<file path="config.mk">
export PLATFORM = sky130hd
export DESIGN_NAME = alu_result_serializer
export DESIGN_NICKNAME = d
export VERILOG_FILES = /design/src/rtl/alu_pkg.sv /design/src/rtl/result_byte_shifter.sv /design/src/rtl/alu_result_serializer.sv
export SDC_FILE = /design/constraint.sdc
export NUM_CORES = 1
export LEC_CHECK = 0
export BUFFER_PORTS_ARGS = -buffer_cell sky130_fd_sc_hd__buf_2
export CAP_MARGIN = 40
export CORE_ASPECT_RATIO = 0.7
export CORE_UTILIZATION = 57
export DETAILED_ROUTE_END_ITERATION = 7
export HOLD_SLACK_MARGIN = 0.05
export PLACE_DENSITY_LB_ADDON = 0.2
export SYNTH_ARGS = -nofsm -noshare
export SYNTH_HDL_FRONTEND = slang
export SYNTH_SLANG_ARGS = --single-unit
</file>
<file path="constraint.sdc">
create_clock -name clk -period 2.8 [get_ports clk]
set_input_delay 0.42 -clock clk [delete_from_list [all_inputs] [get_ports clk]]
set_output_delay 0.42 -clock clk [all_outputs]
set_load 0.03 [all_outputs]
</file>
<file path="src/rtl/alu_pkg.sv">
// Shared definitions for the ALU result path: symbol width, frame length helper and
// the serializer state encoding, also used by the UART TX framer.
package alu_pkg;

   localparam int BYTE_W = 8;
   localparam int DEFAULT_WIDTH = 16;

   typedef enum logic {
      IDLE = 1'b0,
      SEND = 1'b1
   } ser_state_t;

   // Number of BYTE_W symbols needed to carry a 2*width-bit ALU result.
   function automatic int calc_num_bytes(input int width);
      return (2 * width) / BYTE_W;
   endfunction

   localparam int DEFAULT_NUM_BYTES = calc_num_bytes(DEFAULT_WIDTH);

endpackage

</file>
<file path="src/rtl/result_byte_shifter.sv">
// Frame holding register: loads a full result, presents its least significant byte,
// shifts one byte per advance and flags the final byte of the frame.
module result_byte_shifter
   import alu_pkg::*;
#(
   parameter int NUM_BYTES = 4
) (
   input  logic                          clk,
   input  logic                          rst,
   input  logic                          load,
   input  logic [NUM_BYTES*BYTE_W-1:0]   load_data,
   input  logic                          advance,
   output logic [BYTE_W-1:0]             byte_data,
   output logic                          last
);

   localparam int RES_W = NUM_BYTES * BYTE_W;
   localparam int IDX_W = (NUM_BYTES > 1) ? $clog2(NUM_BYTES) : 1;

   logic [RES_W-1:0] shift_q;
   logic [IDX_W-1:0] index_q;

   // The index saturates on the last byte; only a fresh load rewinds it.
   always_ff @(posedge clk or posedge rst) begin
      if (rst) begin
         shift_q <= '0;
         index_q <= '0;
      end else if (load) begin
         shift_q <= load_data;
         index_q <= '0;
      end else if (advance && !last) begin
         shift_q <= shift_q >> BYTE_W;
         index_q <= index_q + 1'b1;
      end
   end

   assign last      = (index_q == IDX_W'(NUM_BYTES - 1));
   assign byte_data = shift_q[BYTE_W-1:0];

endmodule

</file>
<file path="src/rtl/alu_result_serializer.sv">
// Captures ALU results and streams them LSB-byte-first over a valid/ready byte link,
// with one pending slot and a sticky overflow flag for results that had nowhere to go.
module alu_result_serializer #(
   parameter int WIDTH  = 16,
   parameter int BYTE_W = 8
) (
   input  logic               clk,
   input  logic               RST,
   input  logic [2*WIDTH-1:0] ALU_OUT,
   input  logic               OUT_VALID,
   input  logic               TX_READY,
   input  logic               OVF_CLR,
   output logic [BYTE_W-1:0]  TX_DATA,
   output logic               TX_VALID,
   output logic               TX_LAST,
   output logic               BUSY,
   output logic               OVF
);

   import alu_pkg::*;

   localparam int RES_W     = 2 * WIDTH;
   localparam int NUM_BYTES = calc_num_bytes(WIDTH);

   if ((RES_W % 8) != 0 || BYTE_W != alu_pkg::BYTE_W) begin : g_bad_params
      $error("alu_result_serializer: 2*WIDTH must be a multiple of 8 and BYTE_W must be 8");
   end

   ser_state_t       state_q, state_d;
   logic [RES_W-1:0] pend_q, pend_d;
   logic             pend_full_q, pend_full_d;
   logic             ovf_q, ovf_d;
   logic             load;
   logic [RES_W-1:0] load_data;
   logic             advance;
   logic             drop;
   logic             last;
   logic [BYTE_W-1:0] byte_data;

   result_byte_shifter #(
      .NUM_BYTES(NUM_BYTES)
   ) u_shifter (
      .clk       (clk),
      .rst       (RST),
      .load      (load),
      .load_data (load_data),
      .advance   (advance),
      .byte_data (byte_data),
      .last      (last)
   );

   // On the last-byte handshake the pending slot has priority over a same-cycle result,
   // which then refills the slot instead of being dropped.
   always_comb begin
      state_d     = state_q;
      pend_d      = pend_q;
      pend_full_d = pend_full_q;
      load        = 1'b0;
      load_data   = ALU_OUT;
      advance     = 1'b0;
      drop        = 1'b0;
      case (state_q)
         IDLE: begin
            if (OUT_VALID) begin
               load    = 1'b1;
               state_d = SEND;
            end
         end
         SEND: begin
            if (TX_READY && last) begin
               if (pend_full_q) begin
                  load      = 1'b1;
                  load_data = pend_q;
                  if (OUT_VALID) begin
                     pend_d = ALU_OUT;
                  end else begin
                     pend_full_d = 1'b0;
                  end
               end else if (OUT_VALID) begin
                  load = 1'b1;
               end else begin
                  state_d = IDLE;
               end
            end else begin
               advance = TX_READY;
               if (OUT_VALID) begin
                  if (!pend_full_q) begin
                     pend_d      = ALU_OUT;
                     pend_full_d = 1'b1;
                  end else begin
                     drop = 1'b1;
                  end
               end
            end
         end
         default: state_d = IDLE;
      endcase
      ovf_d = drop | (ovf_q & ~OVF_CLR);
   end

   always_ff @(posedge clk or posedge RST) begin
      if (RST) begin
         state_q     <= IDLE;
         pend_q      <= '0;
         pend_full_q <= 1'b0;
         ovf_q       <= 1'b0;
      end else begin
         state_q     <= state_d;
         pend_q      <= pend_d;
         pend_full_q <= pend_full_d;
         ovf_q       <= ovf_d;
      end
   end

   assign TX_VALID = (state_q == SEND);
   assign TX_LAST  = TX_VALID & last;
   assign TX_DATA  = byte_data;
   assign BUSY     = TX_VALID | pend_full_q;
   assign OVF      = ovf_q;

endmodule
</file>
* Word level (Yosys, flattened, before mapping) *
Cells that the tools add are included.
W data, S select, Z words.

word-level totals
  input bits = 37
  flip-flop bits (word level) = 69
  output and inout bits = 12

operators by class
  multiplexer cells = 26
  reduce and logical (&&, ||, !) cells = 7
  add/subtract/negate cells = 1
  bitwise operators = 6
  eq/ne operators = 3

operators by type and width
  operator               number
  $mux W32               9
  $mux W1                13
  $mux W2                2
  $ne A2 B2 Y1 const B   2
  $pmux W1 S2            2
  $reduce_and A4 Y1      1
  $reduce_bool A2 Y1     2
  $add A2 B1 Y2 const B  1
  $and A1 B1 Y1          2
  $eq A2 B2 Y1 const B   1
  $logic_and A1 B1 Y1    2
  $not A1 Y1             2
  $or A1 B1 Y1           2
  $reduce_and A2 Y1      1
  $logic_not A1 Y1       1

* Depth between registers and ports, before layout *
Gate-level depths: netlist of the first run.

  depth after elaboration = 7
  mapped depth = 6
  gate-level depth less buffers = 4

* Hierarchy *
A second synthesis of the first run with hierarchy kept.

unflattened totals
  cell total of the unflattened synthesis = 286
  area total of the unflattened synthesis = 3,357.0 sq um

by module, submodules not included
  module                 cells each  times used  area an instance (sq um)
  alu_result_serializer  128         1           1,778.0
  result_byte_shifter    158         1           1,579.0

* Least setup slack after synthesis of the first run *
OpenSTA, ideal clock, no wires.

  kind = reg-to-reg
  start point = reg u_shifter.index_q[0]
  end point = reg pend_q[10]
  stages on the path, launching flop included = 6
  data arrival time = 1.527 ns
  slack = 1.149 ns
  library setup time = 0.125 ns
  path through = dfrtp_1 ha_1 a21o_1 a21oi_4 buf_6 mux2_2

between the ends
  longest elaborated chain between the ends = 4
  elaborated cells between the ends (all ways) = 6
  classes of those cells = 2 x eq/ne; 1 x mux; 3 x reduce/logical

RTL lines
  what                                                          line                          text
  start: declaration                                            result_byte_shifter.sv:21     logic [IDX_W-1:0] index_q;
  start signal: assignment                                      result_byte_shifter.sv:33     index_q <= index_q + 1'b1;
  $eq A2 B2 Y1 *                                                result_byte_shifter.sv:37     assign last = (index_q == IDX_W'(NUM_BYTES - 1));
  $logic_and A1 B1 Y1 *                                         alu_result_serializer.sv:70   if (TX_READY && last) begin
  $ne A2 B2 Y1 (no line) or $reduce_bool A2 Y1 (tied branches)  n/a
  $reduce_and A4 Y1 (no line)                                   n/a
  end signal: assignment                                        alu_result_serializer.sv:109  pend_q <= pend_d;
  end: declaration                                              alu_result_serializer.sv:30   logic [RES_W-1:0] pend_q, pend_d;

Every way passes the cells marked *; elsewhere a longest branch is shown, timed or not.
A chain may end at the register's enable or synchronous reset.

* Final worst setup path of the first run *
  start point = reg u_shifter.index_q[0]
  end point = reg u_shifter.shift_q[10]

between the ends
  longest elaborated chain between the ends = 6
  elaborated cells between the ends (all ways) = 12
  classes of those cells = 1 x eq/ne; 7 x mux; 4 x reduce/logical

RTL lines
  what                          line                         text
  $eq A2 B2 Y1 *                result_byte_shifter.sv:37
  $logic_and A1 B1 Y1           alu_result_serializer.sv:70
  $mux W1                       alu_result_serializer.sv:70
  $mux W1                       alu_result_serializer.sv:62  case (state_q)
  $logic_and A1 B1 Y1           result_byte_shifter.sv:31    end else if (advance && !last) begin
  $reduce_bool A2 Y1 (no line)  n/a
  end signal: assignment        result_byte_shifter.sv:29    shift_q <= load_data;
  end signal: assignment        result_byte_shifter.sv:32    shift_q <= shift_q >> BYTE_W;
  end: declaration              result_byte_shifter.sv:20    logic [RES_W-1:0] shift_q;

Marked as above.

==> out/results.txt, run 1 <==
Outcome -> finished, final reports clean
Final-report setup violation count -> 0
Buffer and inverter count on the worst path -> 1
Sequential group share of total power -> 42.2%
Syn Std Cell Area -> 3360 um^2
Sum of negative setup slack -> 0 ns
Setup clock skew after layout -> 0.00801 ns
Area of the core -> 5450 um^2
Vias per cell -> 5.43
Proportion of power drawn by combinational gates -> 31.9%
Synth-to-layout area growth -> 14.0%
TritonCTS buffer count -> 9
Ratio of cells with drive above 1 in the final layout -> 35.6%
Largest driver fanout on the critical path -> 19
Final standard cell area without fillers -> 3830 um^2
Number of nets with antenna violations after routing -> 0
Power per cell area -> 1050 nW/um^2
Final Cycle Share -> 74.5%
Crit-path slowest cell -> nand4_2
Num Clock Sinks -> 69
Worst endpoint required time -> 3.00 ns
Register area share after synthesis -> 51.4%
Post-CTS setup buffers -> 0
Kind of end point of the critical path -> flop
Bufs on Longest Clock Path -> 2
Worst-skew pair later-pin latency -> 0.34 ns
Max-Slew Margin vs Limit -> 53.9%
Routability congestion estimate -> 0.695
Most Frequent Cell on Critical Path -> mux2i_1
Pleak -> 1.96 nW
Fraction of synthesized cell area taken by the top area cell type -> 51.4%
Post-layout min period -> 2.09 ns
Adder and majority gate portion of the synthesized area -> 0.373%
TritonCTS clock tree -> yes
Int Pwr -> 2.78 mW
Multiplexer share of the synthesized area -> 37.3%
Number of nets in the final layout -> 325
Number of pins with negative max-slew slack in the final report -> 0
Largest family of logic cells by synthesized area -> multiplexers
Highest Clock Rate -> 0.479 GHz
Number of hold violations in the final report -> 0
Tightest Pin Transition -> 0.689 ns
Startpoint kind of the worst setup timing path -> flop
Net count of the mapped netlist -> 284
Share of power burned in the clock network -> 25.9%
Count of hold buffers inserted by post-cts repair -> 0
Hpwl dp -> 3610 um
Avg Cell Area, Syn -> 13.7 um^2
Switching Fraction -> 30.9%
Top-level I/O count -> 49
Maximum level of the CTS H-tree -> 3
Cell area after placement -> 3570 um^2
Max incr delay on CP -> 0.59 ns
Area fraction in and, or, nand and nor cells after synthesis -> 3.09%
Clock root buffer master -> clkbuf_8
Total die area -> 6210 um^2
Most area-consuming cells after synthesis -> dfrtp_1, mux2i_1, mux2_2
Final routed DRC violation total -> 0
Yosys warning count -> 0
Drt first pass iters -> 4
Post-cts repair resize count -> 0
Global-route wire length before repair -> 9090 um
Area fraction in compound gates after synthesis -> 1.94%
Clock slew at the register clock pins of the worst setup and hold paths -> 0.07 ns
Switching pwr -> 1.24 mW
HP Class -> in -> async
Overall power -> 4.03 mW
Site Rows -> 22
Peak VDD IR -> 0.000552 V
Total Wirelength -> 5610 um
Filler instances -> 392
XOR/XNOR share of the synthesized area -> 0.261%
Cell accounting for the most synthesized area -> dfrtp_1
Setup repair after global routing missed its margin -> no
Global routing usage summed across all routing layers -> 20.2%
Critical path cell sequence -> ha_1, nand4_2, buf_12, mux2i_1, mux2i_1
IO buf count -> 48
Yosys cell types -> 23
Arr. time, crit path -> 2.29 ns
Total area of sequential cells -> 1730 um^2
Antenna Cells -> 0
Number of violations reported at the end of detailed-routing iteration 0 -> 95
Pin count of the biggest net entering global routing -> 70
Avg WL per Cell -> 15.4 um
FF+latch count, synth -> 69
Global route overflow -> 0
Vias in the first global route -> 1889
Kind of critical path -> reg -> reg
Routed via count -> 1975
Die W -> 93.7 um
Top Family by Delay on Critical Path -> simple AND/OR/NAND/NOR gates
Max-capacitance violation count -> 0
Overall die height -> 66.2 um
Antenna violations before repair -> 0
Multi-input gate area -> 1440 um^2
Initial cell density of the core -> 61.6%
Final design utilization -> 70.3%
Post-synthesis instance total -> 246
power by group through the flow:
stage,logic (mW),registers [mW],clock network [mW]
after CTS,1.31,1.70,1.07
after detailed placement,1.30,1.71,0
after global placement,1.26,1.70,0
after global routing,1.40,1.75,1.11
final,1.28,1.70,1.04
after floorplan,1.17,1.64,0
state kept, by name (all words and copies together), names as in the netlist:
signal	count
OVF	1
TX_VALID	1
pend_full_q	1
pend_q	32
u_shifter.index_q	2
u_shifter.shift_q	32
synth_stat cells:
master    count
dfrtp_1      69
nand4_2       1
and2_1        1
nor2_1        3
xor2_1        1
a21o_1        1
buf_2         5
a21oi_1       3
ha_1          1
buf_4        12
mux2i_1      89
nand2b_1      1
nand2_1      10
mux2_1        2
or2_2         1
nand3_1       2
o21ai_0       2
buf_6         6
a21oi_4       2
inv_1         2
nand3b_1      1
nand4_1       1
mux2_2       30
cell usage in the layout (no fill, tap or decap), types with 3 or more instances in the layout:
cell type	synthesis	final
mux2i_1	89	89
mux2_2	30	30
a21oi_1	3	3
bufinv_16	0	4
nand2_1	10	10
dfrtp_1	69	69
clkbuf_8	0	9
nor2_1	3	3
buf_2	5	48
buf_4	12	3
layer usage:
layer,global-route usage [%],routed length [um]
met1,25.8,2600
met4,8.65,59
met2,31.9,2700
met3,6.44,241
met5,0,0
worst paths after layout:
| check | slack [ns] | cells past startpoint | start | endpoint |
|---|---|---|---|---|
| min in group clk | 0.26 | 2 | OVF_CLR | OVF |
| hold / removal | 0.15 | 3 | RST | u_shifter.shift_q[4] |
| setup reg to reg | 0.71 | 5 | u_shifter.index_q[0] | u_shifter.shift_q[10] |
| max in group asynchronous | 2.38 | 3 | RST | pend_q[9] |
| hold reg to reg | 0.51 | 1 | pend_q[20] | pend_q[20] |
| setup / recovery | 0.71 | 5 | u_shifter.index_q[0] | u_shifter.shift_q[10] |
area by class of cell:
cell class              count  area share (%)
multi-input cells         152            37.6
clock inverters             7            3.59
repair buffers             53            7.91
flip-flops and latches     69            45.1
well taps                  72            2.35
clock buffers               9            3.23
inverters                   2           0.196
worst register-to-register path, stage by stage, from the launching register on:
cell and delay [ns]:
dfrtp_1 0.38, ha_1 0.29, nand4_2 0.59, buf_12 0.42, mux2i_1 0.18, mux2i_1 0.09
metrics by stage:
step,setup WS (ns),instances,hold slack [ns]
final,0.713,364,0.148
after global routing,0.548,364,0.156
after CTS,0.695,364,0.150
after detailed placement,0.676,348,0.476
after global placement,0.778,348,0.472
after floorplan,0.640,246,0.457
cells by family after synthesis:
family	after synthesis
AO/OA/AOI/OAI	8
XOR/XNOR	1
adder cells (fa/ha/maj)	1
buffers and inverters	25
flip-flops	69
multiplexers	121
AND/OR/NAND/NOR	21
Power figures use the tool's default switching activity.
==> run 2, diff against run 1 <==
==> constraint.sdc (replaced) <==
create_clock -name clk -period 2 [get_ports clk]
set_input_delay 0.3 -clock clk [delete_from_list [all_inputs] [get_ports clk]]
set_output_delay 0.3 -clock clk [all_outputs]
set_load 0.03 [all_outputs]
==> run 2 against run 1 <==
Count of clock-buffer cells in the layout increased by 1; flip-flop and latch count unchanged; total power increased by 40%; sequential power increased by 41%; register-to-register slack got worse by 0.47 ns; cell area increased by 1.4%; critical path depth unchanged; via count decreased by 0.51%; sequential share of layout area decreased by 0.61 points; clock power increased by 32%; critical path type unchanged; largest cell class unchanged.
==> out/results.txt, run 2 (synthesis results as in run 1) <==
Kind of end point of the critical path -> flop
Power per cell area -> 1450 nW/um^2
Setup repair after global routing missed its margin -> no
Leading cell type in the layout, fill and taps excluded -> mux2i_1
Final-report setup violation count -> 0
Cell Count, Final, Fillers Out -> 367
Clock root buffer master -> clkbuf_8
Startpoint kind of the worst setup timing path -> flop
Site Rows -> 22
Share of power burned in the clock network -> 24.4%
Ratio of cells with drive above 1 in the final layout -> 35.9%
Vias per cell -> 5.35
TritonCTS clock tree -> yes
Number of nets in the final layout -> 328
Initial cell density of the core -> 61.6%
Drt first pass iters -> 4
Post-layout min period -> 1.76 ns
Vias in the first global route -> 1984
Sum of negative setup slack -> 0 ns
Antenna Cells -> 0
Pin count of the biggest net entering global routing -> 44
Length of routed met3 wiring -> 276 um
Post-cts repair resize count -> 0
Number of violations reported at the end of detailed-routing iteration 0 -> 92
Antenna violations before repair -> 0
Routed via count -> 1965
Num Clock Sinks -> 69
Met1 WL -> 2850 um
Dpl ws -> 0.245 ns
Routability congestion estimate -> 0.678
Overall power -> 5.63 mW
Final routed DRC violation total -> 0
Crit-path slowest cell -> dfrtp_1
Highest Clock Rate -> 0.569 GHz
Switching Fraction -> 31.5%
Overall die height -> 66.2 um
Max-Slew Margin vs Limit -> 58.4%
Clock slew at the register clock pins of the worst setup and hold paths -> 0.07 ns
Max-capacitance violation count -> 0
Avg WL per Cell -> 15.9 um
HP Class -> in -> reg
Worst-skew pair later-pin latency -> 0.35 ns
Global-route wire length before repair -> 9670 um
Sequential group share of total power -> 42.4%
Arr. time, crit path -> 1.98 ns
DR top layer -> met4
Peak VDD IR -> 0.000779 V
Pleak -> 1.96 nW
Critical path cell sequence -> ha_1, a21o_1, a21oi_4, buf_12, mux2_2
Kind of critical path -> reg -> reg
Final worst-path setup slack -> 0.241 ns
Commonest cells after routing, fill and taps aside -> mux2i_1, dfrtp_1, buf_2, mux2_2
Number of placed instances, taps included -> 350
Tightest Pin Transition -> 0.623 ns
Max incr delay on CP -> 0.39 ns
Top-level I/O count -> 49
Worst hold margin -> 0.141 ns
Largest driver fanout on the critical path -> 18
Switching pwr -> 1.77 mW
Number of hold violations in the final report -> 0
Die W -> 93.7 um
Maximum level of the CTS H-tree -> 3
Proportion of power drawn by combinational gates -> 33.2%
Total Wirelength -> 5820 um
Number of pins with negative max-slew slack in the final report -> 0
Outcome -> finished, final reports clean
Setup clock skew after layout -> 0.00823 ns
Int Pwr -> 3.86 mW
IO buf count -> 48
Global routing usage summed across all routing layers -> 21.7%
Worst endpoint required time -> 2.23 ns
Synth-to-layout area growth -> 15.6%
Global route overflow -> 0
Registers with the highest flip-flop counts -> pend_q: 32 flops, u_shifter.shift_q: 32 flops, u_shifter.index_q: 2 flops
Wire length on met2 -> 2650 um
Bufs on Longest Clock Path -> 2
Final Cycle Share -> 87.9%
Area of the core -> 5450 um^2
Hpwl dp -> 3910 um
Number of nets with antenna violations after routing -> 0
TritonCTS buffer count -> 9
Total die area -> 6210 um^2
## run 2: changes by cell type in the layout (fill, tap and decap cells not counted), sizes merged
cell / previous run / this run
dlygate4sd3: 0 / 1
bufinv: 4 / 3
clkbuf: 9 / 10
inv: 2 / 1
clkinv: 2 / 1
buf: 53 / 55
clkinvlp: 1 / 3
## run 2: layout make-up
class	instances	area (um^2)
well taps	72	90.1
clock inverters	6	110
multi-input cells	152	1440
fillers	388	1570
flip-flops and latches	69	1730
inverters	2	11.3
repair buffers	56	365
clock buffers	10	138
## run 2: what timing repair did
item | CTS | global route
hold buffers | 1 | 0
setup buffers | 0 | 0
endpoints found under the hold margin | 26 | 0
## run 2: final timing paths
| check | start | end | slack [ns] | cells after the start |
|---|---|---|---|---|
| setup reg to reg | u_shifter.index_q[0] | pend_q[15] | 0.24 | 5 |
| max in group asynchronous | RST | u_shifter.shift_q[23] | 0.81 | 4 |
| min in group asynchronous | RST | pend_q[3] | 0.58 | 3 |
| hold / removal | OVF_CLR | OVF | 0.14 | 2 |
| setup / recovery | u_shifter.index_q[0] | pend_q[15] | 0.24 | 5 |
| hold reg to reg | pend_q[13] | pend_q[13] | 0.50 | 1 |
## run 2: stage by stage
stage | util [%] | cell area (um^2)
after floorplan | - | 3360
after global placement | 66.5 | 3620
after detailed placement | 66.5 | 3620
after CTS | 71.2 | 3880
after global routing | 71.2 | 3880
final | 71.2 | 3880
## run 2: power by group through the flow
stage	Combinational [mW]	Clock, mW	Sequential [mW]
after floorplan	1.64	0	2.29
after global placement	1.83	0	2.38
after detailed placement	1.88	0	2.41
after CTS	1.89	1.41	2.39
after global routing	2.03	1.48	2.46
final	1.87	1.37	2.39
## run 2: layer usage
layer / up-vias / track usage [%]
met5: - / 0
met4: 0 / 6.35
met3: 6 / 9.43
met2: 42 / 32.2
met1: 959 / 28.9
li1: 958 / -
## run 2: critical path, delay by kind of cell, from the launching register on
family / cells / cell delay, ns
DFF: 1 / 0.39
muxes: 1 / 0.34
adders and majority gates: 1 / 0.29
buffers and inverters: 1 / 0.18
AOI/OAI and AO/OA: 2 / 0.43
==> run 3, diff against run 2 <==
--- a/config.mk
+++ b/config.mk
@@ -10,8 +10,10 @@
 export CORE_ASPECT_RATIO = 0.7
 export CORE_UTILIZATION = 57
 export DETAILED_ROUTE_END_ITERATION = 7
+export GPL_TIMING_DRIVEN = 0
 export HOLD_SLACK_MARGIN = 0.05
 export PLACE_DENSITY_LB_ADDON = 0.2
+export SLEW_MARGIN = 20
 export SYNTH_ARGS = -nofsm -noshare
 export SYNTH_HDL_FRONTEND = slang
 export SYNTH_SLANG_ARGS = --single-unit
==> run 3 against run 2 <==
Total power shrank 5.4%; critical path depth unchanged; utilization up 0.34 points; clock power fell by 31%; non-clock buffer count rose by 18; first-iteration DRC count decreased by 15%; sequential power is essentially flat; sequential share of layout area fell by 0.21 points; combinational power grew 7%; critical endpoint is now pend_q[0]; highest routed layer unchanged.
==> out/results.txt, run 3 (synthesis results as in run 1) <==
Cell Count, Final, Fillers Out -> 384
Number of nets in the final layout -> 346
Max incr delay on CP -> 0.40 ns
Critical path cell sequence -> ha_1, a21o_1, a21oi_4, buf_6, mux2_2
Global-route wire length before repair -> 10200 um
Clock root buffer master -> clkbuf_8
Avg WL per Cell -> 15.8 um
Site Rows -> 22
Area of the core -> 5450 um^2
Setup clock skew after layout -> 0.00560 ns
Arr. time, crit path -> 2.10 ns
Top-level I/O count -> 49
Peak VDD IR -> 0.000848 V
Antenna violations before repair -> 0
Vias per cell -> 5.31
DR top layer -> met4
Startpoint kind of the worst setup timing path -> flop
Routability congestion estimate -> 0.742
Final worst-path setup slack -> 0.125 ns
Crit-path slowest cell -> dfrtp_1
Wire length on met2 -> 2830 um
Number of placed instances, taps included -> 368
Final routed DRC violation total -> 0
Antenna Cells -> 0
Initial cell density of the core -> 61.6%
Total Wirelength -> 6060 um
Synth-to-layout area growth -> 16.2%
Max-capacitance violation count -> 0
Outcome -> finished, final reports clean
Pin count of the biggest net entering global routing -> 29
Max-Slew Margin vs Limit -> 70.5%
IO buf count -> 48
Kind of end point of the critical path -> flop
Vias in the first global route -> 2098
HP Class -> in -> reg
Drt first pass iters -> 4
Ratio of cells with drive above 1 in the final layout -> 38.5%
TritonCTS buffer count -> 9
Global route overflow -> 0
Setup repair after global routing missed its margin -> no
TritonCTS clock tree -> yes
Clock slew at the register clock pins of the worst setup and hold paths -> 0.07 ns
Routed via count -> 2039
Highest Clock Rate -> 0.533 GHz
Hpwl dp -> 4490 um
Maximum level of the CTS H-tree -> 3
Number of nets with antenna violations after routing -> 0
Length of routed met3 wiring -> 267 um
Final-report setup violation count -> 0
Overall power -> 5.33 mW
Worst endpoint required time -> 2.22 ns
Bufs on Longest Clock Path -> 2
Worst flop-to-flop path startpoint -> u_shifter.index_q[0]
Met1 WL -> 2920 um
Power per cell area -> 1370 nW/um^2
Leading cell type in the layout, fill and taps excluded -> mux2i_1
Hold_sp -> OVF_CLR
Logic depth of the worst register-to-register path -> 5
Hold Path End -> OVF
Number of hold violations in the final report -> 0
Num Clock Sinks -> 69
Internal reg-to-reg setup slack -> 0.12 ns
Commonest cells after routing, fill and taps aside -> mux2i_1, dfrtp_1, buf_2, mux2_2, buf_4
Global routing usage summed across all routing layers -> 22.9%
Largest driver fanout on the critical path -> 10
Overall die height -> 66.2 um
Number of pins with negative max-slew slack in the final report -> 0
Final Cycle Share -> 93.8%
Worst-skew pair later-pin latency -> 0.34 ns
Kind of critical path -> reg -> reg
Sum of negative setup slack -> 0 ns
Pleak -> 2.00 nW
Cells on Worst Hold Path -> 2
Tightest Pin Transition -> 0.442 ns
Number of violations reported at the end of detailed-routing iteration 0 -> 78
Post-layout min period -> 1.88 ns
Die W -> 93.7 um
Dpl ws -> 0.142 ns
Registers with the highest flip-flop counts -> pend_q: 32 flops, u_shifter.shift_q: 32 flops, u_shifter.index_q: 2 flops
Total die area -> 6210 um^2
Endpoint of the worst register-to-register path -> pend_q[0]
-- run 3: changes by cell type in the layout (fill, tap and decap cells not counted), sizes merged --
| cell | change |
|---|---|
| clkinvlp | -2 |
| bufinv | -3 |
| clkbuf | +3 |
| clkinv | +1 |
| buf | +18 |
-- run 3: how the worst max path moves through the flow --
stage	startpoint	endpoint	slack, ns	depth (start not counted)
final	u_shifter.index_q[0]	pend_q[0]	0.12	5
after global routing	u_shifter.index_q[0]	pend_q[0]	0.06	5
after CTS	u_shifter.index_q[0]	pend_q[31]	0.13	5
after detailed placement	u_shifter.index_q[0]	pend_q[2]	0.14	5
after global placement	u_shifter.index_q[0]	pend_q[26]	0.20	5
after floorplan	u_shifter.index_q[0]	pend_q[10]	0.35	5
-- run 3: layer usage --
layer	vias up	global-route usage, %
met5	-	0
met4	0	7.50
met3	5	6.55
met1	1001	30.8
li1	989	-
met2	44	35.7
-- run 3: layout make-up --
cell class | count | area, um^2
plain buffers | 23 | 183
repair buffers | 51 | 290
multi-input cells | 152 | 1440
fillers | 405 | 1550
inverters | 2 | 11.3
well taps | 72 | 90.1
clock buffers | 13 | 149
clock inverters | 2 | 10.0
flip-flops and latches | 69 | 1730
-- run 3: stage by stage --
step                util (%)  area (um^2)  hold WS [ns]
floorplan                  -         3360         0.396
global placement        67.7         3690         0.469
detailed placement      68.5         3730         0.334
CTS                     71.6         3900         0.164
global route            71.6         3900         0.171
finish                  71.6         3900         0.173
-- run 3: worst max-delay path: cells and delay by family (launching register included) --
family	cells	cell delay, ns
buf+inv	1	0.22
compound gates	2	0.49
fa+ha+maj	1	0.30
mux	1	0.35
flops	1	0.40
-- run 3: power by group --
| part | switching (mW) | internal [mW] |
|---|---|---|
| Sequential | 0.344 | 2.03 |
| Combinational | 0.955 | 1.05 |
| Clock | 0.469 | 0.474 |
-- run 3: what timing repair did --
| item | CTS | global route |
|---|---|---|
| resized for setup | 0 | 0 |
| buffers inserted | 0 | 0 |
| hold buffers | 1 | 0 |
| hold endpoints to repair | 16 | 0 |
